===== config.mk =====
export PLATFORM = sky130hd
export DESIGN_NAME = counter_ce_sequencer
export DESIGN_NICKNAME = d
export VERILOG_FILES = /design/src/rtl/counter_ce_sequencer.sv
export SDC_FILE = /design/constraint.sdc
export NUM_CORES = 1
export LEC_CHECK = 0
export ABC_AREA = 0
export BUFFER_PORTS_ARGS = -buffer_cell sky130_fd_sc_hd__buf_2
export CAP_MARGIN = 40
export CORE_ASPECT_RATIO = 1.5
export CORE_MARGIN = 8
export CORE_UTILIZATION = 60
export CTS_BUF_LIST = sky130_fd_sc_hd__clkbuf_4 sky130_fd_sc_hd__clkbuf_8 sky130_fd_sc_hd__clkbuf_16
export DETAILED_ROUTE_END_ITERATION = 12
export GPL_TIMING_DRIVEN = 0
export HOLD_SLACK_MARGIN = 0.08
export PLACE_DENSITY = 0.8
export SYNTH_ARGS = -nofsm -noshare
export SYNTH_HDL_FRONTEND = slang
export SYNTH_SLANG_ARGS = --single-unit

===== constraint.sdc =====
create_clock -name CLK -period 5.9 [get_ports CLK]
set_clock_uncertainty 0.2 [all_clocks]
set_input_delay 0.59 -clock CLK [delete_from_list [all_inputs] [get_ports CLK]]
set_output_delay 0.59 -clock CLK [all_outputs]
set_load 0.02 [all_outputs]

===== src/rtl/counter_ce_sequencer.sv =====
// CE strobe sequencer for a clock-enabled counter. It issues COUNT_N strobes spaced
// PRESCALE+1 cycles apart, either one-shot or periodically, and reports BUSY and DONE.
module counter_ce_sequencer #(
    parameter int unsigned PRE_WIDTH = 4,
    parameter int unsigned CNT_WIDTH = 4
) (
    input  logic                 CLK,
    input  logic                 RST,
    input  logic                 START,
    input  logic                 STOP,
    input  logic                 MODE,
    input  logic [PRE_WIDTH-1:0] PRESCALE,
    input  logic [CNT_WIDTH-1:0] COUNT_N,
    output logic                 CE,
    output logic                 BUSY,
    output logic                 DONE
);

    typedef enum logic [0:0] {StIdle, StRun} state_e;

    state_e                 state_q, state_d;
    logic [PRE_WIDTH-1:0]   pre_q, pre_d;
    logic [CNT_WIDTH-1:0]   rem_q, rem_d;
    logic                   mode_q, mode_d;
    logic [PRE_WIDTH-1:0]   pre_cfg_q, pre_cfg_d;
    logic [CNT_WIDTH-1:0]   cnt_cfg_q, cnt_cfg_d;
    logic                   ce_q, ce_d;
    logic                   busy_q, busy_d;
    logic                   done_q, done_d;

    always_comb begin
        state_d   = state_q;
        pre_d     = pre_q;
        rem_d     = rem_q;
        mode_d    = mode_q;
        pre_cfg_d = pre_cfg_q;
        cnt_cfg_d = cnt_cfg_q;
        ce_d      = 1'b0;
        done_d    = 1'b0;

        unique case (state_q)
            StIdle: begin
                if (START && !STOP) begin
                    if (COUNT_N != '0) begin
                        mode_d    = MODE;
                        pre_cfg_d = PRESCALE;
                        cnt_cfg_d = COUNT_N;
                        pre_d     = PRESCALE;
                        rem_d     = COUNT_N;
                        state_d   = StRun;
                    end else begin
                        done_d = 1'b1;
                    end
                end
            end
            StRun: begin
                if (STOP) begin
                    state_d = StIdle;
                    pre_d   = '0;
                    rem_d   = '0;
                end else if (rem_q == '0) begin
                    // One-shot run ends here: this is the cycle carrying the final CE.
                    state_d = StIdle;
                    pre_d   = '0;
                end else if (pre_q == '0) begin
                    ce_d  = 1'b1;
                    pre_d = pre_cfg_q;
                    if (rem_q == CNT_WIDTH'(1)) begin
                        done_d = 1'b1;
                        rem_d  = mode_q ? cnt_cfg_q : '0;
                    end else begin
                        rem_d = rem_q - CNT_WIDTH'(1);
                    end
                end else begin
                    pre_d = pre_q - PRE_WIDTH'(1);
                end
            end
            default: state_d = StIdle;
        endcase

        busy_d = (state_d == StRun);
    end

    always_ff @(posedge CLK or posedge RST) begin
        if (RST) begin
            state_q   <= StIdle;
            pre_q     <= '0;
            rem_q     <= '0;
            mode_q    <= 1'b0;
            pre_cfg_q <= '0;
            cnt_cfg_q <= '0;
            ce_q      <= 1'b0;
            busy_q    <= 1'b0;
            done_q    <= 1'b0;
        end else begin
            state_q   <= state_d;
            pre_q     <= pre_d;
            rem_q     <= rem_d;
            mode_q    <= mode_d;
            pre_cfg_q <= pre_cfg_d;
            cnt_cfg_q <= cnt_cfg_d;
            ce_q      <= ce_d;
            busy_q    <= busy_d;
            done_q    <= done_d;
        end
    end

    assign CE   = ce_q;
    assign BUSY = busy_q;
    assign DONE = done_q;

endmodule


==> summary.md <==
| Metric | Value |
|---|---|
| Count of endpoints failing hold in the final timing report | 0 |
| Period Utilization, post-route | a little under two fifths |
| M1 wire length | approximately 1000 um |
| Worst setup SP type | flip-flop |
| Final wirelength | around 2.7 mm |
| Hold-fix buffers, CTS | 0 |
| Cell area after technology mapping | about 0.0012 sq mm |
| Min cycle time layout | about 2.2 ns |
| Headroom to the max-slew limit | roughly half |
| First-pass GRT wire length | 4.53 mm |
| Routed via count | around 960 |
| Largest family of logic cells by synthesized area | compound AO/OA/AOI/OAI gates |
| Parity-gate share of the synthesized area counting xor and xnor cells | less than 1% |
| # nets final | between 150 and 200 |
| Flop pwr share | between 30% and 40% |
| Post-detail-place hpwl | about 2.1 mm |
| Clock buffers created by TritonCTS | 3 |
| Clock input transition at the sequential cells of the worst setup and hold paths | between 0.1 and 0.15 ns |
| Required time of the critical path | ~5.9 ns |
| Site row count | 20 |
| # diodes | 0 |
| Final max-slew violation count | 0 |
| Count of state elements after synthesis | 20 |
| Core footprint | ~0.0020 sq mm |
| Count of distinct cell types in the synthesized netlist | 40 |
| Count of routing violations after the opening detailed-route iteration | 13 |
| Master cell of the clock root buffer | sky130_fd_sc_hd__clkbuf_4 |
| Die Y-Extent | approximately 70 um |
| Chip Width | approximately 53 um |
| DRC | 0 |
| Area occupied by multi-input gates | between 600 and 700 sq um |
| RSZ-0062 raised after global routing | no |
| Finished layout cell area | 0.00136 sq mm |
| Final setup fails | 0 |
| Largest net degree at the start of global routing | 21 |
| Met3 Wirelength | around 110 um |
| Maximum resistive drop on vdd | about 290 uV |
| Detailed route wirelength on metal2 | 1.52 mm |
| Area post-placement | between 0.001 and 0.0015 sq mm |
| Area added between synthesis and finish | 12.9% |
| Number of global-route vias before repair | 1060 |
| Largest area contributor in the netlist | sky130_fd_sc_hd__dfrtp_1 |
| Number of synthesized flops with an enable pin | 0 |
| Kind of critical path | reg -> reg |
| Avg Synthesized Cell Area | 10.3 sq um |
| Clock tree from TritonCTS | done |
| Sw Share | between 30% and 40% |
| Top sig layer | met4 |
| Critical Path AT | between 2 and 2.5 ns |
| Switching component of the power | approximately 0.18 mW |
| Share of synthesized area spent on multiplexers | 8.93% |
| Die outline area | 0.00373 sq mm |
| Sequential standard cell area | ~500 sq um |
| Adder-cell area share of the yosys netlist | 5.19% |
| Power share of the combinational group | slightly below 40% |
| Buffer count from post-CTS setup fixing | 0 |
| Least-Margin Pin Slew | about 0.74 ns |
| Average detailed-routed wire length per instance | ~17 um |
| Synth area leaders | sky130_fd_sc_hd__dfrtp_1 42%, sky130_fd_sc_hd__mux2_2 5.6%, sky130_fd_sc_hd__ha_1 5.2% |
| Mapped Cells | between 100 and 150 |
| Count of fill cells added during filler insertion | 158 |
| Register area share after synthesis | about 42% |
| Max Root-Sink Buffers | 2 |
| I/O pin total | 16 |
| Total iterations of the first detailed-routing run | 4 |
| Initial antenna violation count | 0 |
| Net count of the mapped netlist | 135 |
| Basic-gate share of the synthesized area counting and, or, nand and nor cells | 18.7% |
| Share of async-settable or async-resettable flops after synthesis | 100% |
| Insertion delay to the later sink of the worst-skew pair | approximately 0.31 ns |
| I/O Buffers | 15 |
| H-tree depth | 1 |
| Result of the run | completed |
| Count of cells resized by post-cts repair | 0 |
| LEAKAGE | 0.619 nW |
| Area share of the largest cell type after synthesis | about two fifths |
| Cell Int Power | around 0.33 mW |
| CP Capture Type | flip-flop |
| Highest Clock Rate | approximately 460 MHz |
| Ratio of cells with drive above 1 in the final layout | 27.9% |
| Setup total negative slack | 0 ns |
| Overflow after GRT | 0 |
| Number of routed nets with antenna violations | 0 |
| Overall routing resource usage | approximately 16% |
| Average via count per standard cell | ~6 |
| Clock Sink Count | 20 |
| Final estimated routing congestion in global placement | about 0.88 |
| Ys flop type | sky130_fd_sc_hd__dfrtp_1 |
| Cell with the most instances after synthesis | sky130_fd_sc_hd__dfrtp_1 |
| Critical path peak fanout | 5 |
| Clock Power Share | between 20% and 30% |
| Commonest cells in the synthesized netlist | 20 x sky130_fd_sc_hd__dfrtp_1, 9 x sky130_fd_sc_hd__nor2_1, 8 x sky130_fd_sc_hd__a21oi_1, 8 x sky130_fd_sc_hd__nand2_1, 7 x sky130_fd_sc_hd__inv_1 |
| Power per cell area | between 300 and 400 mW/mm^2 |
| Max-capacitance violation count | 0 |
| Syn. warnings | 0 |
| Starting density of the core | between 60% and 70% |
| Fraction of the mapped netlist area in compound gates | between 10% and 20% |
| Min-Delay Path Class | in -> async |
## power groups by stage
stage / clock network, mW / logic [mW] / registers, mW
CTS: 0.114 / 0.203 / 0.204
floorplan: 0 / 0.155 / 0.199
detailed placement: 0 / 0.200 / 0.207
global placement: 0 / 0.193 / 0.205
global route: 0.120 / 0.222 / 0.209
finish: 0.111 / 0.201 / 0.204
## worst paths after layout
path	startpoint	end	slack, ns	depth (start not counted)
setup / recovery	rem_q[1]$_DFFE_PP0P_	rem_q[0]$_DFFE_PP0P_	3.70	5
hold / removal	RST	CE$_DFF_PP0_	0.18	2
setup reg to reg	rem_q[1]$_DFFE_PP0P_	rem_q[0]$_DFFE_PP0P_	3.70	5
hold reg to reg	cnt_cfg_q[1]$_DFFE_PP0P_	cnt_cfg_q[1]$_DFFE_PP0P_	0.32	1
max in group asynchronous	RST	pre_q[3]$_DFFE_PP0P_	4.85	2
min in group CLK	PRESCALE[1]	pre_cfg_q[1]$_DFFE_PP0P_	0.31	2
## per-layer routing
layer	GRT usage (%)	vias to the layer above
li1	-	469
met4	9.54	0
met3	3.56	7
met2	28.6	17
met5	0	-
met1	15.4	463
## metrics by stage
step	setup slack, ns	utilization (%)	total power [mW]	hold slack (ns)	std cells
6_report	3.70	69.7	0.517	0.185	158
3_3_place_gp	3.66	67.0	0.398	0.286	154
2_1_floorplan	3.85	-	0.354	0.259	117
4_1_cts	3.72	69.7	0.520	0.208	158
5_1_grt	3.65	69.7	0.550	0.240	158
3_5_place_dp	3.62	67.0	0.407	0.283	154
## layout make-up
| class | count | area share (%) |
|---|---|---|
| Multi-Input combinational cell | 85 | 47.2 |
| Sequential cell | 20 | 36.8 |
| Timing Repair Buffer | 15 | 5.52 |
| Buffer | 5 | 2.67 |
| Clock inverter | 1 | 2.21 |
| Tap cell | 22 | 2.02 |
| Inverter | 7 | 1.93 |
| Clock buffer | 3 | 1.66 |
## critical path, cell delays in order, from the launching register on
cell and delay [ns]:
sky130_fd_sc_hd__dfrtp_1 0.44, sky130_fd_sc_hd__inv_1 0.13, sky130_fd_sc_hd__ha_1 0.23, sky130_fd_sc_hd__nor3b_1 0.53, sky130_fd_sc_hd__a311oi_1 0.21, sky130_fd_sc_hd__a2111oi_2 0.36
## cells in the final DEF (no fill, tap or decap), drive strengths merged, types with 2 or more instances in the layout
cell,Yosys,layout
dfrtp,20,20
clkbuf,1,4
inv,7,7
mux2i,4,4
nand2b,4,4
o22ai,2,2
o211ai,4,4
nor4,2,2
nor2,9,9
and4b,2,2
nor3b,4,4
a22o,4,4
a2111oi,2,2
buf,4,19
nand2,8,8
o21ai,6,6
mux2,6,6
a21oi,9,9
or3b,2,2
ha,5,5
## kinds of logic (layout without fill, tap and decap cells)
family / after synthesis / in the layout
AO/OA/AOI/OAI: 32 / 32
XOR/XNOR: 1 / 1
adder cells (fa/ha/maj): 5 / 5
buffers and inverters: 12 / 31
flip-flops: 20 / 20
multiplexers: 10 / 10
AND/OR/NAND/NOR: 37 / 37
## state kept, by name, summed over array words and instances (netlist names)
signal and count:
pre_q 4, cnt_cfg_q 4, CE 1, DONE 1
mode_q 1, BUSY 1, pre_cfg_q 4, rem_q 4
No activity file was read; power rests on OpenSTA's default activity.
